### src/rtl/mem_arbiter.sv
// Two-master memory bus arbiter: instruction fetch (master 0) vs load/store (master 1).
// Data wins ties; a starvation counter forces a pending fetch through after STARVE_LIMIT data grants.
module mem_arbiter #(
    parameter int unsigned STARVE_LIMIT = 4
) (
    input  logic        clk,
    input  logic        rst,
    input  logic [31:0] if_addr,
    input  logic        if_valid,
    output logic        if_ready,
    output logic [31:0] if_rdata,
    input  logic [31:0] ls_addr,
    input  logic [3:0]  ls_lanes,
    input  logic [31:0] ls_wdata,
    input  logic        ls_wr,
    input  logic        ls_valid,
    output logic        ls_ready,
    output logic [31:0] ls_rdata,
    output logic [31:0] bus_addr,
    output logic [3:0]  bus_lanes,
    output logic [31:0] bus_dout,
    output logic        bus_wr,
    output logic        bus_valid,
    input  logic        bus_ready,
    input  logic [31:0] bus_din,
    output logic [1:0]  gnt
);

    typedef enum logic [1:0] {
        IDLE,
        BUSY,
        DONE
    } state_t;

    localparam logic [7:0] LIMIT = 8'(STARVE_LIMIT);

    state_t      state_q, state_d;
    logic [7:0]  starve_q, starve_d;
    logic [31:0] bus_addr_q, bus_addr_d;
    logic [3:0]  bus_lanes_q, bus_lanes_d;
    logic [31:0] bus_dout_q, bus_dout_d;
    logic        bus_wr_q, bus_wr_d;
    logic        bus_valid_q, bus_valid_d;
    logic        if_ready_q, if_ready_d;
    logic        ls_ready_q, ls_ready_d;
    logic [31:0] if_rdata_q, if_rdata_d;
    logic [31:0] ls_rdata_q, ls_rdata_d;
    logic [1:0]  gnt_q, gnt_d;
    logic        pick_ls;

    always_comb begin
        state_d     = state_q;
        starve_d    = starve_q;
        bus_addr_d  = bus_addr_q;
        bus_lanes_d = bus_lanes_q;
        bus_dout_d  = bus_dout_q;
        bus_wr_d    = bus_wr_q;
        bus_valid_d = bus_valid_q;
        if_rdata_d  = if_rdata_q;
        ls_rdata_d  = ls_rdata_q;
        gnt_d       = gnt_q;
        if_ready_d  = 1'b0;
        ls_ready_d  = 1'b0;
        pick_ls     = ls_valid && !(if_valid && (starve_q >= LIMIT));

        unique case (state_q)
            IDLE: begin
                if (if_valid || ls_valid) begin
                    state_d     = BUSY;
                    bus_valid_d = 1'b1;
                    if (pick_ls) begin
                        bus_addr_d  = ls_addr;
                        bus_lanes_d = ls_lanes;
                        bus_dout_d  = ls_wdata;
                        bus_wr_d    = ls_wr;
                        gnt_d       = 2'b10;
                        // Only count data grants that actually made a fetch wait.
                        if (if_valid && (starve_q != 8'hff)) begin
                            starve_d = starve_q + 8'd1;
                        end
                    end else begin
                        bus_addr_d  = if_addr;
                        bus_lanes_d = 4'b1111;
                        bus_dout_d  = 32'h0;
                        bus_wr_d    = 1'b0;
                        gnt_d       = 2'b01;
                        starve_d    = 8'h00;
                    end
                end
            end
            BUSY: begin
                if (bus_ready) begin
                    state_d     = DONE;
                    bus_valid_d = 1'b0;
                    if (gnt_q[1]) begin
                        ls_rdata_d = bus_din;
                        ls_ready_d = 1'b1;
                    end else begin
                        if_rdata_d = bus_din;
                        if_ready_d = 1'b1;
                    end
                end
            end
            DONE: begin
                state_d = IDLE;
                gnt_d   = 2'b00;
            end
            default: begin
                state_d = IDLE;
            end
        endcase
    end

    always_ff @(posedge clk or posedge rst) begin
        if (rst) begin
            state_q     <= IDLE;
            starve_q    <= 8'h00;
            bus_addr_q  <= 32'h0;
            bus_lanes_q <= 4'h0;
            bus_dout_q  <= 32'h0;
            bus_wr_q    <= 1'b0;
            bus_valid_q <= 1'b0;
            if_ready_q  <= 1'b0;
            ls_ready_q  <= 1'b0;
            if_rdata_q  <= 32'h0;
            ls_rdata_q  <= 32'h0;
            gnt_q       <= 2'b00;
        end else begin
            state_q     <= state_d;
            starve_q    <= starve_d;
            bus_addr_q  <= bus_addr_d;
            bus_lanes_q <= bus_lanes_d;
            bus_dout_q  <= bus_dout_d;
            bus_wr_q    <= bus_wr_d;
            bus_valid_q <= bus_valid_d;
            if_ready_q  <= if_ready_d;
            ls_ready_q  <= ls_ready_d;
            if_rdata_q  <= if_rdata_d;
            ls_rdata_q  <= ls_rdata_d;
            gnt_q       <= gnt_d;
        end
    end

    assign bus_addr  = bus_addr_q;
    assign bus_lanes = bus_lanes_q;
    assign bus_dout  = bus_dout_q;
    assign bus_wr    = bus_wr_q;
    assign bus_valid = bus_valid_q;
    assign if_ready  = if_ready_q;
    assign ls_ready  = ls_ready_q;
    assign if_rdata  = if_rdata_q;
    assign ls_rdata  = ls_rdata_q;
    assign gnt       = gnt_q;

endmodule

### config.mk
export PLATFORM = sky130hd
export DESIGN_NAME = mem_arbiter
export DESIGN_NICKNAME = d
export VERILOG_FILES = /design/src/rtl/mem_arbiter.sv
export SDC_FILE = /design/constraint.sdc
export NUM_CORES = 1
export LEC_CHECK = 0
export CAP_MARGIN = 20
export CORE_MARGIN = 2
export CORE_UTILIZATION = 35
export DETAILED_ROUTE_END_ITERATION = 6
export DONT_BUFFER_PORTS = 1
export PLACE_DENSITY = 0.48
export SLEW_MARGIN = 15
export SYNTH_ARGS = -nofsm -noshare
export SYNTH_HDL_FRONTEND = slang
export SYNTH_SLANG_ARGS = --single-unit
### constraint.sdc
create_clock -name clk -period 6.25 [get_ports clk]
set_clock_uncertainty 0.05 [all_clocks]
set_input_delay 0.625 -clock clk [delete_from_list [all_inputs] [get_ports clk]]
set_output_delay 0.625 -clock clk [all_outputs]
set_load 0.02 [all_outputs]
==> flow_metrics.py, run 1 <==
metrics = {
    "floorplanning": {
        "dieArea_um2": 19500,
        "start_util": 0.357,
        "die_h_um": 140,
        "pin_count": 276,
        "std_cell_rows": 49,
        "die_w_um": 140,
        "core-area_um2": 18000,
    },
    "min_path": {
        "holdCritPathClass": "in2async",
    },
    "timing": {
        "post-route-period-util": 0.386,
        "rsz0062_at_grt": "false",
        "fmax_mhz": 414,
        "worst_slack_ns": 3.84,
        "tightest_slew_ns": 1.02,
        "setup_viol": 0,
        "worst_hold_slack_ns": 0.170,
        "relSlewSlack": 0.316,
        "setup_tns_ns": 0,
        "hold_viol": 0,
        "maxSlewViolCount": 0,
        "min_period_ns": 2.41,
    },
    "synthesis": {
        "seq_area_frac_synth": 0.575,
        "post_synth_num_cell_types": 39,
        "syn_avg_cell_area_um2": 12.2,
        "synth_edf_count": 0,
        "async_flop_share": 1.00,
        "synth_cells": 526,
        "ys_warn_count": 0,
        "ys.flop_type": "dfrtp_1",
        "ys_seq_elements": 148,
        "synth_area_um2": 6440,
        "synth_fp_nets": 666,
    },
    "power": {
        "p_leak_nw": 2.83,
        "total_power_mw": 4.25,
        "peakVddDrop_mv": 0.240,
        "power_density_nw_per_um2": 594,
    },
    "clock_network": {
        "cts_tree": "done",
        "post-cts-setup-buffers": 0,
        "cts_inserted_buffers": 17,
        "cts_max_level": 4,
        "cts_buffer_depth": 2,
        "clock_latency_ns": 0.41,
        "cts_root_buf": "clkbuf_16",
        "cts_resized": 0,
        "cts_hold_buf": 0,
        "clk_pin_slew_ns": 0.06,
        "clkSinkCount": 148,
    },
    "drt": {
        "dr_total_vias": 4470,
        "drt_iter0_markers": 289,
        "routed_wl_um": 17700,
        "wl_met2_um": 8720,
        "detail_route.first_pass.iterations": 4,
        "wl_per_cell_um": 23.9,
        "via_per_inst": 6.02,
        "postRouteAntennaNets": 0,
        "dr_wl_met3_um": 1790,
        "route.detailed.drc": 0,
        "wl_met1_um": 6810,
        "routed.top_layer": "met4",
    },
    "layout": {
        "final_layout_size_suffix_gt1_frac": 0.242,
        "num-nets-final": 640,
        "area_growth_pct": 11.1,
        "fillerInstances": 1750,
        "layout_commonest_cell": "dfrtp_1",
        "antenna_cells": 0,
        "fin_cells": 742,
        "fin_area_um2": 7150,
        "layout_common_cells": "dfrtp_1 (148), nand3_1 (66), mux2_2 (64), o21ai_0 (36), o211ai_1 (35)",
        "post-route-util": 0.397,
    },
    "critical_path": {
        "cp_max_fo": 56,
        "timing.rr.start": "state_q[1]",
        "start_kind": "flip-flop",
        "crit_start": "state_q[1]",
        "end_kind": "flip-flop",
        "arrival_ns": 2.69,
        "path_class": "reg2reg",
        "crit_required_ns": 6.53,
    },
    "placed_design": {
        "gp_congestion": 0.765,
        "dp.cells": 710,
        "dp_hpwl_um": 11700,
        "place_ws_ns": 3.75,
        "placed_area_um2": 6580,
        "port_buffers": 0,
    },
    "run_status": {
        "status": "finished, final reports clean",
    },
    "grt": {
        "grt_usage": 0.181,
        "grt_antenna_before_repair": 0,
        "grt_pass1_vias": 4696,
        "grt_start_max_net_pins": 89,
        "grt.overflow.total": 0,
        "grt_pass1_wl_um": 27700,
    },
    "job": {
        "drv_cap": 0,
    },
}
sequential cells by signal, summed over array words and instances (netlist names):
register,cells
bus_addr,32
bus_dout,32
if_rdata,32
ls_rdata,32
starve_q,8
bus_lanes,4
gnt,2
state_q,2
bus_valid,1
bus_wr,1
if_ready,1
ls_ready,1
critical path, stage by stage (launching register included):
cell       delay, ns
dfrtp_1         0.46
nor2_4          0.80
buf_4           0.63
o2111ai_1       0.23
o211ai_1        0.14
routing by layer:
layer | vias up | track usage
li1 | 1952 | -
met1 | 2231 | 0.216
met2 | 265 | 0.296
met3 | 22 | 0.0743
met4 | 0 | 0.0679
met5 | - | 0
logic make-up after synthesis:
family | share of synthesized area
AOI/OAI and AO/OA | 0.188
DFF | 0.575
and+or+nand+nor | 0.0781
muxes | 0.112
buffers and inverters | 0.0429
adders and majority gates | 0.00388
cells in the mapped netlist, types with 2 or more instances:
cell / n / area (um2)
mux2_2: 64 / 721
o2111ai_2: 10 / 150
buf_6: 3 / 33.8
clkbuf_1: 31 / 116
nor3_1: 4 / 20.0
dfrtp_1: 148 / 3700
nand3_1: 66 / 330
o21ai_0: 36 / 180
a22oi_1: 2 / 15.0
a21oi_1: 6 / 30.0
o211ai_1: 35 / 263
o2111ai_1: 23 / 201
nand2b_1: 3 / 18.8
buf_1: 3 / 11.3
nor2_1: 4 / 15.0
a2bb2oi_1: 4 / 35.0
buf_2: 17 / 85.1
nand2_1: 4 / 15.0
o2bb2ai_1: 33 / 289
ha_1: 2 / 25.0
a41oi_1: 3 / 26.3
inv_1: 8 / 30.0
power by group:
part	total, mW	internal (mW)	switching [mW]
clock network	0.989	0.559	0.430
registers	2.25	1.39	0.861
logic	1.01	0.448	0.566
total	4.25	2.40	1.86
path summary, 6_finish.rpt:
kind                            slack (ns)  depth (start not counted)           end
worst min-delay path                  0.17                          1  if_rdata[30]
worst max-delay path                  3.84                          4  bus_addr[31]
worst min register to register        0.51                          1   starve_q[0]
max in group asynchronous             4.67                          2  ls_rdata[31]
worst max register to register        3.84                          4  bus_addr[31]
min in group clk                      0.28                          1    state_q[0]
final cells by class:
class | instances | area (um2) | area share
Timing Repair Buffer | 9 | 67.6 | 0.00944
Clock inverter | 15 | 145 | 0.0203
Multi-Input combinational cell | 316 | 2490 | 0.348
Sequential cell | 148 | 3700 | 0.518
Tap cell | 229 | 287 | 0.0400
Inverter | 8 | 35.0 | 0.00490
Clock buffer | 17 | 425 | 0.0595
Power figures use the tool's default switching activity.
==> run 2: changes to the inputs <==
Settings changed: PLACE_DENSITY 0.48 to 0.5.
Clock period 6.25 ns to 1.94 ns, I/O delays scaled along.
==> run 2 against run 1 <==
Sequential power rose to 3.2 times the previous value. Clock-buffer cell count rose by 4. Via count rose by 15%. Critical endpoint is now bus_addr[10]. Clock power rose to 3.3 times the previous value. Hold slack got worse by 0.10 ns. Highest routed layer unchanged. Register-to-register slack got worse by 3.7 ns. First-iteration DRC count rose by 14%. Combinational power rose to 3.8 times the previous value.
==> flow_metrics.py, run 2 (synthesis gave the netlist of run 1 again) <==
metrics = {
    "critical_path": {
        "reg2regPathDepth": 4,
        "crit_slowest_cell": "or4_1",
        "r2r_slack_ns": 0.15,
        "arrival_ns": 2.03,
        "start_kind": "flip-flop",
        "max_stage_delay_ns": 0.58,
        "path_class": "reg2reg",
        "end_kind": "flip-flop",
        "cp_max_fo": 32,
        "worstReg2RegEnd": "bus_addr[10]",
        "crit_required_ns": 2.18,
        "timing.rr.start": "starve_q[3]",
        "path_cells": "or4_1, buf_12, o2111ai_1, o211ai_1",
    },
    "job": {
        "drv_cap": 0,
    },
    "grt": {
        "grt_pass1_vias": 5340,
        "grt_antenna_before_repair": 1,
        "grt_start_max_net_pins": 106,
        "grt.overflow.total": 0,
        "grt_pass1_wl_um": 29700,
        "grt_usage": 0.192,
    },
    "power": {
        "combPwrFrac": 0.266,
        "p_clk_frac": 0.230,
        "power_switching_share": 0.428,
        "p_leak_nw": 3.49,
        "p_int_mw": 8.23,
        "seqPwrFrac": 0.505,
        "power_density_nw_per_um2": 1650,
        "switchingPower_mw": 6.16,
        "peakVddDrop_mv": 0.844,
    },
    "drt": {
        "wl_met1_um": 7260,
        "routed_wl_um": 18600,
        "via_per_inst": 5.75,
        "postRouteAntennaNets": 0,
        "wl_per_cell_um": 20.9,
        "dr_total_vias": 5119,
        "drt_iter0_markers": 330,
        "wl_met2_um": 9240,
        "detail_route.first_pass.iterations": 4,
        "routed.top_layer": "met4",
        "dr_wl_met3_um": 1630,
        "route.detailed.drc": 0,
    },
    "min_path": {
        "hold_end": "starve_q[1]",
        "min_path_cells": 2,
        "holdCritPathClass": "in2reg",
        "worstHoldStart": "if_valid",
    },
    "layout": {
        "regArea_um2": 3700,
        "layout_common_cells": "dfrtp_1 (148), dlygate4sd3_1 (135), nand3_1 (66), mux2_2 (64), o21ai_0 (36)",
        "fin_cells": 890,
        "num-nets-final": 787,
        "layout_commonest_cell": "dfrtp_1",
        "fillerInstances": 1548,
        "final_layout_size_suffix_gt1_frac": 0.206,
        "multi_input_area_um2": 2490,
        "area_growth_pct": 35.4,
    },
    "timing": {
        "setup_viol": 0,
        "min_period_ns": 1.79,
        "worst_hold_slack_ns": 0.0694,
        "setup_tns_ns": 0,
        "fmax_mhz": 557,
        "hold_viol": 0,
        "maxSlewViolCount": 0,
        "tightest_slew_ns": 0.586,
        "relSlewSlack": 0.609,
        "post-route-period-util": 0.925,
        "rsz0062_at_grt": "false",
    },
    "placed_design": {
        "dp_hpwl_um": 11700,
        "dp.cells": 721,
        "port_buffers": 0,
        "gp_congestion": 0.809,
    },
    "clock_network": {
        "cts_max_level": 4,
        "cts_tree": "done",
        "clk_pin_slew_ns": 0.06,
        "cts_resized": 0,
        "cts_root_buf": "clkbuf_16",
        "cts_buffer_depth": 2,
        "clock_latency_ns": 0.42,
        "clkSinkCount": 148,
        "cts_inserted_buffers": 17,
    },
    "floorplanning": {
        "dieArea_um2": 19500,
        "core-area_um2": 18000,
        "die_w_um": 140,
        "start_util": 0.357,
        "std_cell_rows": 49,
        "die_h_um": 140,
        "pin_count": 276,
    },
    "run_status": {
        "status": "finished, final reports clean",
    },
}
-- run 2: cell types whose count changed in the layout (fill, tap and decap cells not counted), sizes merged, moves of 2 or more --
cell,change
dlygate4sd3,+135
buf,+12
clkbuf,+4
clkinv,-3
inv,-2
-- run 2: per-stage QoR --
| stage | util | setup slack, ns | area [um2] | power [mW] |
|---|---|---|---|---|
| 4_1_cts | 0.484 | 0.164 | 8720 | 14.5 |
| 5_1_grt | 0.484 | 0.0652 | 8720 | 15.2 |
| 3_5_place_dp | 0.375 | 0.169 | 6750 | 10.9 |
| 2_1_floorplan | - | -0.165 | 6450 | 9.66 |
| 3_3_place_gp | 0.375 | 0.207 | 6750 | 10.7 |
| 6_report | 0.484 | 0.145 | 8720 | 14.4 |
-- run 2: area by class of cell --
| cell class | count | area share |
|---|---|---|
| clock buffer | 21 | 0.0551 |
| inverter | 8 | 0.00387 |
| clock inverter | 11 | 0.0131 |
| multi-input combinational | 316 | 0.286 |
| antenna | 1 | 0.000287 |
| timing repair buffer | 156 | 0.185 |
| tap | 229 | 0.0329 |
| sequential | 148 | 0.425 |
-- run 2: timing repair --
item	in CTS	in global routing
hold endpoints to repair	283	0
hold buffers	136	0
setup buffers	0	0
-- run 2: worst max-delay path by stage --
stage	from	endpoint	cells after the start
3_3_place_gp	starve_q[2]	bus_addr[29]	4
3_5_place_dp	starve_q[3]	bus_addr[5]	4
2_1_floorplan	rst	bus_addr[0]	1
4_1_cts	starve_q[3]	bus_addr[6]	4
5_1_grt	starve_q[3]	bus_addr[10]	4
6_report	starve_q[3]	bus_addr[10]	4
-- run 2: critical path, delay by kind of cell, from the launching register on --
family          cells  cell delay, ns
buf+inv             1            0.21
compound gates      2            0.35
simple gates        1            0.58
flops               1            0.45
-- run 2: power by group through the flow --
| stage | Sequential (mW) | Combinational, mW | Clock (mW) |
|---|---|---|---|
| 2_1_floorplan | 6.85 | 2.81 | 0 |
| 3_3_place_gp | 7.31 | 3.43 | 0 |
| 3_5_place_dp | 7.30 | 3.59 | 0 |
| 4_1_cts | 7.28 | 3.84 | 3.39 |
| 5_1_grt | 7.42 | 4.22 | 3.55 |
| 6_report | 7.26 | 3.82 | 3.30 |
-- run 2: layer usage --
| layer | track usage | vias to the layer above |
|---|---|---|
| met5 | 0 | - |
| met4 | 0.0816 | 0 |
| met3 | 0.0606 | 39 |
| met2 | 0.318 | 279 |
| met1 | 0.232 | 2552 |
| li1 | - | 2249 |
==> run 3: changes to the inputs <==
Settings changed: CORE_UTILIZATION 35 to 55, MAX_ROUTING_LAYER from default to met4, PLACE_DENSITY 0.5 to 0.72.
==> run 3 against run 2 <==
The run now fails in clock tree synthesis. Synthesized cell count is the same. Area after synthesis unchanged.
==> flow_metrics.py, run 3 <==
metrics = {
    "synthesis": {
        "synth_fp_nets": 666,
        "synth_top_area_frac": 0.575,
        "synth_area_um2": 6440,
        "async_flop_share": 1.00,
        "ys.flop_type": "dfrtp_1",
        "synth_area_leader_cell": "dfrtp_1",
        "synth_cells": 526,
        "synth_edf_count": 0,
        "seq_area_frac_synth": 0.575,
        "yosysMostFrequentCell": "dfrtp_1",
        "synth_top_cells_by_area": "dfrtp_1 (57%), mux2_2 (11%), nand3_1 (5.1%)",
        "post_synth_num_cell_types": 39,
        "synth_commonest_cells": "dfrtp_1 (148), nand3_1 (66), mux2_2 (64), o21ai_0 (36), o211ai_1 (35)",
        "ys_seq_elements": 148,
        "syn_avg_cell_area_um2": 12.2,
        "ys_warn_count": 0,
    },
    "run_status": {
        "haltStage": "clock tree synthesis",
        "status": "did not finish",
        "stop_error": "[ERROR RSZ-0060] Max buffer count reached.",
    },
    "clock_network": {
        "cts_root_buf": "clkbuf_16",
        "cts_buffer_depth": 2,
        "cts_max_level": 4,
        "cts_inserted_buffers": 17,
        "post-cts-setup-buffers": 0,
        "clkSinkCount": 148,
        "cts_resized": 0,
        "cts_hold_buf": 134,
    },
    "floorplanning": {
        "start_util": 0.564,
        "std_cell_rows": 39,
        "pin_count": 276,
        "die_w_um": 112,
        "die_h_um": 112,
    },
    "placed_design": {
        "placed_area_um2": 6640,
        "gp_congestion": 0.927,
        "port_buffers": 0,
        "dp.cells": 633,
        "dp_hpwl_um": 11000,
    },
}
-- run 3: cell counts after synthesis --
No cell type changed its count.
-- run 3: kinds of logic after synthesis --
kind of cell | after synthesis | share of synthesized area
fa+ha+maj | 2 | 0.00388
compound gates | 155 | 0.188
simple gates | 95 | 0.0781
mux | 64 | 0.112
buf+inv | 62 | 0.0429
flops | 148 | 0.575
-- run 3: metrics by stage --
step	worst slack, ns	TNS, ns
2_1_floorplan	-0.165	-24.42
3_3_place_gp	0.229	0
3_5_place_dp	0.118	0
==> run 4: changes to the inputs <==
Settings changed: CORE_UTILIZATION 55 to 40, MAX_ROUTING_LAYER met4 to default, PLACE_DENSITY 0.72 to default, PLACE_DENSITY_LB_ADDON from default to 0.15.
Clock period 1.94 ns to 2.52 ns, I/O delays scaled along.
==> run 4 against run 3 <==
The flow now finishes without violations.
==> flow_metrics.py, run 4 (synthesis gave the netlist of run 1 again) <==
metrics = {
    "critical_path": {
        "end_kind": "flip-flop",
        "path_class": "reg2reg",
        "path_cells": "or4_1, buf_6, o2111ai_1, o211ai_1, dlygate4sd3_1",
        "timing.critical_path.max_delay_family": "buffers and inverters",
        "timing.rr.start": "starve_q[2]",
        "arrival_ns": 2.65,
        "crit_required_ns": 2.76,
        "start_kind": "flip-flop",
        "cp_max_fo": 32,
        "crit_buf_inv": 2,
        "crit_start": "starve_q[2]",
        "r2r_slack_ns": 0.11,
        "crit_slowest_cell": "dlygate4sd3_1",
        "max_stage_delay_ns": 0.59,
    },
    "timing": {
        "min_period_ns": 2.41,
        "setup_tns_ns": 0,
        "hold_viol": 0,
        "post-route-period-util": 0.957,
        "relSlewSlack": 0.489,
        "setup_viol": 0,
        "tightest_slew_ns": 0.766,
        "worst_slack_ns": 0.108,
        "maxSlewViolCount": 0,
        "fmax_mhz": 415,
        "rsz0062_at_grt": "false",
    },
    "power": {
        "seqPwrFrac": 0.488,
        "power_switching_share": 0.419,
        "p_int_mw": 6.65,
        "power_density_nw_per_um2": 1300,
        "peakVddDrop_mv": 0.663,
        "p_leak_nw": 3.52,
        "combPwrFrac": 0.286,
        "p_clk_frac": 0.226,
        "switchingPower_mw": 4.79,
    },
    "min_path": {
        "holdCritPathClass": "in2reg",
        "worstHoldStart": "ls_lanes[0]",
    },
    "clock_network": {
        "cts_tree": "done",
        "clk_pin_slew_ns": 0.06,
        "cts_buffer_depth": 2,
        "cts_root_buf": "clkbuf_16",
        "cts_inserted_buffers": 17,
        "cts_max_level": 4,
        "clkSinkCount": 148,
        "clock_latency_ns": 0.41,
    },
    "floorplanning": {
        "die_w_um": 131,
        "pin_count": 276,
        "std_cell_rows": 46,
        "core-area_um2": 15800,
        "start_util": 0.407,
        "dieArea_um2": 17100,
        "die_h_um": 131,
    },
    "placed_design": {
        "gp_congestion": 0.748,
        "placed_area_um2": 6710,
        "port_buffers": 0,
        "dp_hpwl_um": 11200,
        "place_ws_ns": 0.524,
        "dp.cells": 704,
    },
    "layout": {
        "fin_cells": 882,
        "layout_commonest_cell": "dfrtp_1",
        "area_growth_pct": 36.6,
        "num-nets-final": 793,
        "final_layout_size_suffix_gt1_frac": 0.203,
        "fin_area_um2": 8800,
        "layout_common_cells": "dfrtp_1 (148), dlygate4sd3_1 (145), nand3_1 (66), mux2_2 (64), o21ai_0 (36)",
        "antenna_cells": 0,
    },
    "job": {
        "drv_cap": 0,
    },
    "drt": {
        "route.detailed.drc": 0,
        "drt_iter0_markers": 244,
        "via_per_inst": 5.79,
        "dr_total_vias": 5107,
        "routed_wl_um": 18600,
        "detail_route.first_pass.iterations": 6,
        "wl_per_cell_um": 21.1,
        "postRouteAntennaNets": 0,
    },
    "grt": {
        "grt_antenna_before_repair": 0,
        "grt_pass1_vias": 5307,
        "grt.overflow.total": 0,
        "grt_pass1_wl_um": 28000,
        "grt_usage": 0.212,
        "grt_start_max_net_pins": 92,
    },
    "run_status": {
        "status": "finished, final reports clean",
    },
}
## run 4: final timing paths
kind | to | cells after the start
setup / recovery | bus_addr[8] | 5
hold reg to reg | starve_q[0] | 1
setup reg to reg | bus_addr[8] | 5
hold / removal | bus_lanes[0] | 2
min in group asynchronous | if_rdata[23] | 3
max in group asynchronous | starve_q[2] | 3
## run 4: routing by layer
metal	GRT usage	routed length, um
met5	0	0
met4	0.0857	348
met3	0.0660	1540
met2	0.358	9380
met1	0.251	7380
## run 4: per-stage QoR
stage	utilization	power, mW	hold slack (ns)
after global placement	0.424	8.24	0.266
after detailed placement	0.424	8.36	0.268
after floorplan	-	7.43	0.309
after global routing	0.556	12.1	0.0238
final	0.556	11.4	0.0239
after CTS	0.554	11.4	0.0159
## run 4: repair_timing
item                                   4_1_cts  5_1_grt
hold buffers                               145        0
setup endpoints to repair                    0       18
endpoints found under the hold margin      281        0
setup buffers                                0        0
resized for setup                            0        6
## run 4: area by class of cell
type | instances | area [um2]
fillers | 1273 | 7020
clock inverters | 14 | 165
multi-input cells | 317 | 2530
well taps | 216 | 270
flip-flops and latches | 148 | 3700
inverters | 8 | 33.8
clock buffers | 18 | 439
repair buffers | 161 | 1660
## run 4: power groups by stage
stage	logic, mW	registers [mW]	clock network, mW
2_1_floorplan	2.16	5.27	0
3_3_place_gp	2.62	5.62	0
3_5_place_dp	2.75	5.61	0
4_1_cts	3.20	5.59	2.65
5_1_grt	3.59	5.71	2.77
6_report	3.27	5.58	2.58
==> RTL change 1 (settings of run 4) <==
`bus_dout_q` no longer has a reset.
--- a/src/rtl/mem_arbiter.sv
+++ b/src/rtl/mem_arbiter.sv
@@ -117,7 +117,6 @@
             starve_q    <= 8'h00;
             bus_addr_q  <= 32'h0;
             bus_lanes_q <= 4'h0;
-            bus_dout_q  <= 32'h0;
             bus_wr_q    <= 1'b0;
             bus_valid_q <= 1'b0;
             if_ready_q  <= 1'b0;
@@ -130,7 +129,6 @@
             starve_q    <= starve_d;
             bus_addr_q  <= bus_addr_d;
             bus_lanes_q <= bus_lanes_d;
-            bus_dout_q  <= bus_dout_d;
             bus_wr_q    <= bus_wr_d;
             bus_valid_q <= bus_valid_d;
             if_ready_q  <= if_ready_d;
@@ -139,6 +137,10 @@
             ls_rdata_q  <= ls_rdata_d;
             gnt_q       <= gnt_d;
         end
+    end
+
+    always_ff @(posedge clk) begin
+        bus_dout_q <= bus_dout_d;
     end
 
     assign bus_addr  = bus_addr_q;
Check against the original RTL: not equivalent (a bounded check fails within 4 cycles, from zero or initial values and one cycle with rst high).
==> RTL change 1 against run 4 <==
Final area shrank 1.5%; total power decreased by 3.4%; setup slack worse by 46 ps; sequential cell count did not move; count of clock-buffer cells in the layout rose by 4; routed wire length decreased by 7.8%; area after synthesis grew 0.21%; largest cell class unchanged; non-clock buffer count decreased by 11.
==> RTL change 1: results (changes against run 4) <==
setup slack, reg-to-reg 60 ps (-50 ps); Initial DRT Pass Iterations 4 (-2); fin crit period 2460 ps (+46.0 ps); met2 usage in global routing 33.1% (-2.8 points); EDFF count, synth 32 (+32); mux share of post-synthesis cell area 11.2% (-0.024 points); count leader, synth dfrtp_1; Syn Nets 623 (-6.5%); largest net degree at the start of global routing 66 (-28%); vias in the first global route 4,860 (-8.4%); Iter 0 DRT Violations 282 (+16%); CTS max path bufs 2 (unchanged); critical path's largest stage delay 610 ps (+20 ps); Peak VDD IR 0.534 mV (-19%); routability cong. 0.782 (+4.5%); Gate Count Post-Synth 483 (-8.2%); critical path startpoint starve_q[5]; final slew viol count 0 (unchanged); Detailed Route WL 17,200 um (-7.8%); Final HPWL DP 10,600 um (-5.6%); vias per cell 5.59 (-3.4%); critical path data arrival time 2700 ps (+50 ps); DR WL met2 8900 um (-5.2%); leakage 0.00348 uW (-0.91%); M1 wire length 6500 um (-12%); pre-CTS worst setup slack 543 ps (+19.6 ps); measured slew at the worst slew-check pin 858 ps (+91.9 ps); GRT Util Overall 19.4% (-1.7 points); share of cells above drive strength 1 24.0% (+3.7 points); Antenna diodes 0 (unchanged); CP Class reg -> reg; Synth async-reset ratio 78.4% (-22 points); vias 4,687 (-8.2%); area of the multi-input gates 2380 sq um (-5.8%); count of cell types in the netlist 36 (-7.7%); placed cell area 6690 sq um (-0.19%); synth warn 0 (unchanged); clk root buf clkbuf_16; number of fill cells 1,284 (+0.86%); ranking of synthesized cells by area dfrtp_1 45%, edfxtp_1 15%, mux2_2 11%; sequential area share after synthesis 59.8% (+2.4 points); grt met3 use 6.56% (-0.041 points); status finished, final reports clean; DR WL met3 1400 um (-8.9%); nets@finish 749 (-5.5%); Synth top cells by count 116 x dfrtp_1, 64 x mux2_2, 36 x o21ai_0; first-pass GRT wire length 25,500 um (-8.8%); FF-to-FF path depth 5 (unchanged); post-synthesis adder-cell area fraction 0.388% (-0.00083 points); CTS H-tree lvls 4 (unchanged); Critical R2R Capture bus_addr[31]; Inst Count DP 669 (-5.0%); met1 usage 22.1% (-3.0 points); Crit-path slowest cell or4_4; compound-gate portion of the synthesized area 16.4% (-2.5 points)
==> RTL change 1: cell types whose count changed after synthesis, sizes merged, moves of 2 or more <==
cell,before,now
dfrtp,148,116
and3,2,0
clkbuf,31,21
nand2b,3,1
nand3,66,34
a31oi,0,2
edfxtp,0,32
o211ai,35,32
nand2,4,9
o31ai,1,3
and2,1,33
o2bb2ai,33,2
==> RTL change 1: worst register-to-register path: cells and delay by family, from the launching register on <==
family          cells  cell delay [ps]
compound gates      2              440
simple gates        1              620
buf+inv             2              820
flops               1              410
==> RTL change 1: how the worst min path moves through the flow <==
stage,from,endpoint,slack [ps],depth (start not counted)
6_report,if_addr[12],bus_addr[12],20,2
5_1_grt,if_addr[12],bus_addr[12],8,2
4_1_cts,ls_valid,gnt[0],0.2,3
3_5_place_dp,rst,if_rdata[17],270,1
3_3_place_gp,rst,if_rdata[9],260,1
2_1_floorplan,bus_ready,state_q[0],310,1
==> RTL change 1: area by class of cell <==
class,instances,share of cell area [%]
inverter,7,0.346
clock buffer,22,5.41
sequential,148,44.6
multi-input combinational,285,27.5
clock inverter,10,1.43
timing repair buffer,150,17.6
tap,216,3.12
==> RTL change 1: timing repair <==
item / 4_1_cts / 5_1_grt
hold endpoints to repair: 169 / 0
hold buffers: 136 / 0
gates resized for setup: 0 / 1
setup endpoints to repair: 0 / 5
==> RTL change 1: cells by family (layout without fill, tap and decap cells) <==
family	Yosys count	in the layout
adders and majority gates	2	2
buffers and inverters	51	189
muxes	64	64
and+or+nand+nor	96	96
AOI/OAI and AO/OA	122	123
DFF	148	148
==> RTL change 1: where the power goes <==
part           switching [uW]  total [uW]  internal [uW]
registers                2030        5610           3570
logic                    1430        2920           1490
clock network             983        2520           1530
total                    4440       11000           6600
==> RTL change 2 (config.mk and constraints of run 4) <==
Made on the original files. Re-encode `state_t` (3 states) as one-hot, 3 bits wide.
--- a/src/rtl/mem_arbiter.sv
+++ b/src/rtl/mem_arbiter.sv
@@ -26,10 +26,10 @@
     output logic [1:0]  gnt
 );
 
-    typedef enum logic [1:0] {
-        IDLE,
-        BUSY,
-        DONE
+    typedef enum logic [2:0] {
+        IDLE = 3'b001,
+        BUSY = 3'b010,
+        DONE = 3'b100
     } state_t;
 
     localparam logic [7:0] LIMIT = 8'(STARVE_LIMIT);
Formal check against the unedited RTL: no difference found for any inputs over 4 cycles, from zero or initial values and one cycle with rst high; so few cycles prove little.
==> RTL change 2 against run 4 <==
Setup slack better by 93 ps; area after synthesis decreased by 8.3%; final area shrank 9.0%; critical endpoint is now bus_addr[0]; global-route usage shrank 0.51 points; total power decreased by 7.4%; sequential cell count increased by 1; critical path type unchanged; routed wire length shrank 14%.
==> RTL change 2: results (changes against run 4) <==
drt wl/cell 20.3 um (-4.1%); vias in the first global route 4,712 (-11%); Synth top cells by count 148 x dfrtp_1, 66 x a21oi_1, 64 x mux2_2; largest delay contributor family on the critical path compound AO/OA/AOI/OAI gates; r2r startpoint starve_q[3]; Final HPWL DP 10,300 um (-8.2%); grt met3 use 7.74% (+1.1 points); critical path's largest stage delay 560 ps (-30 ps); count of cell types in the netlist 37 (-5.1%); worst min-delay path class in -> reg; measured slew at the worst slew-check pin 768 ps (+2.55 ps); sequential area share after synthesis 63.2% (+5.7 points); met1 usage 23.8% (-1.3 points); Synth async-reset ratio 100% (unchanged); Main synth FF type dfrtp_1; Iter 0 DRT Violations 209 (-14%); Antenna diodes 0 (unchanged); max_cap viols 0 (unchanged); CP Class reg -> reg; pre-CTS worst setup slack 346 ps (-177 ps); met2 usage in global routing 34.7% (-1.1 points); Worst Path Max Fanout 9 (-72%); leakage 0.00354 uW (+0.82%); Worst-path clk slew 60 ps (about the same); nets@finish 736 (-7.2%); Syn Nets 600 (-9.9%); GRT Util Overall 20.6% (-0.51 points); routability cong. 0.809 (+8.2%); largest net degree at the start of global routing 57 (-38%); status finished, final reports clean; Worst Hold Launch if_addr[15]; # port buffers 0 (unchanged); Peak VDD IR 0.651 mV (-1.8%); Final WS setup 201 ps (+93.0 ps); global route hottest layer met2; vias 4,217 (-17%); Final TNS setup 0 ps (unchanged); share of cells above drive strength 1 24.5% (+4.2 points); first-pass GRT wire length 25,300 um (-9.5%); Initial DRT Pass Iterations 4 (-2); critical path data arrival time 2560 ps (-90 ps); Crit-path slowest cell or4_4; ranking of synthesized cells by area dfrtp_1 63%, mux2_2 12%, a21oi_1 5.6%
==> RTL change 2: changes by cell type after synthesis, sizes merged, moves of 4 or more <==
cell     before  now
o2111ai      33    0
nand2         4   37
a22o          0   33
nand3        66    2
o21ai        36    4
a21oi         6   66
nor3          4    0
a2bb2oi       4    0
o211ai       35    0
o2bb2ai      33    0
nor2          4   46
o22a          0    4
clkbuf       31    7
==> RTL change 2: routing by layer <==
metal	up-vias	part of all wire (%)
li1	1886	-
met1	2070	39
met2	236	49
met3	25	9.4
met4	0	2.3
met5	-	0
==> RTL change 2: final cells by class <==
cell class	instances	area, sq um
clock buffer	18	439
clock inverter	13	133
fill	1171	6470
inverter	5	22.5
multi-input combinational	278	1990
sequential	149	3730
tap	184	230
timing repair buffer	145	1470
==> RTL change 2: timing repair <==
item / CTS / global route
setup endpoints to repair: 0 / 6
hold buffers: 132 / 0
buffers inserted: 0 / 0
resized for setup: 0 / 2
endpoints found under the hold margin: 163 / 0
==> RTL change 2: power by group <==
| group | switching [uW] | internal (uW) |
|---|---|---|
| combinational | 1210 | 1340 |
| sequential | 2130 | 3460 |
| clock | 976 | 1470 |
| total | 4320 | 6280 |
==> RTL change 2: final timing paths <==
kind                                 to  slack (ps)  cells past startpoint
max in group asynchronous   bus_addr[7]        1280                      3
min reg2reg                 starve_q[7]         470                      2
max reg2reg                 bus_addr[0]         200                      5
max                         bus_addr[0]         200                      5
min                        bus_addr[15]          20                      2
min in group asynchronous   if_rdata[0]         410                      2
==> RTL change 2: worst reg2reg max path, stage by stage (launching register included) <==
cell and delay, ps:
dfrtp_1 420, or4_4 560, o21a_2 340, a21oi_1 190, a21oi_1 80, dlygate4sd3_1 550
==> RTL change 2: metrics by stage <==
step | util (%) | total power [uW] | instances | instance area (sq um)
2_1_floorplan | - | 7200 | 460 | 5910
3_3_place_gp | 42.2 | 7760 | 629 | 6110
3_5_place_dp | 42.2 | 7880 | 629 | 6110
4_1_cts | 55.3 | 10600 | 792 | 8000
5_1_grt | 55.3 | 11200 | 792 | 8010
6_report | 55.3 | 10600 | 792 | 8010
==> RTL change 2: logic make-up after synthesis <==
kind of cell             synth area share (%)
AO/OA/AOI/OAI                            13.3
XOR/XNOR                                0.148
adder cells (fa/ha/maj)                 0.424
buffers and inverters                    3.56
flip-flops                               63.2
multiplexers                             12.2
AND/OR/NAND/NOR                          7.16
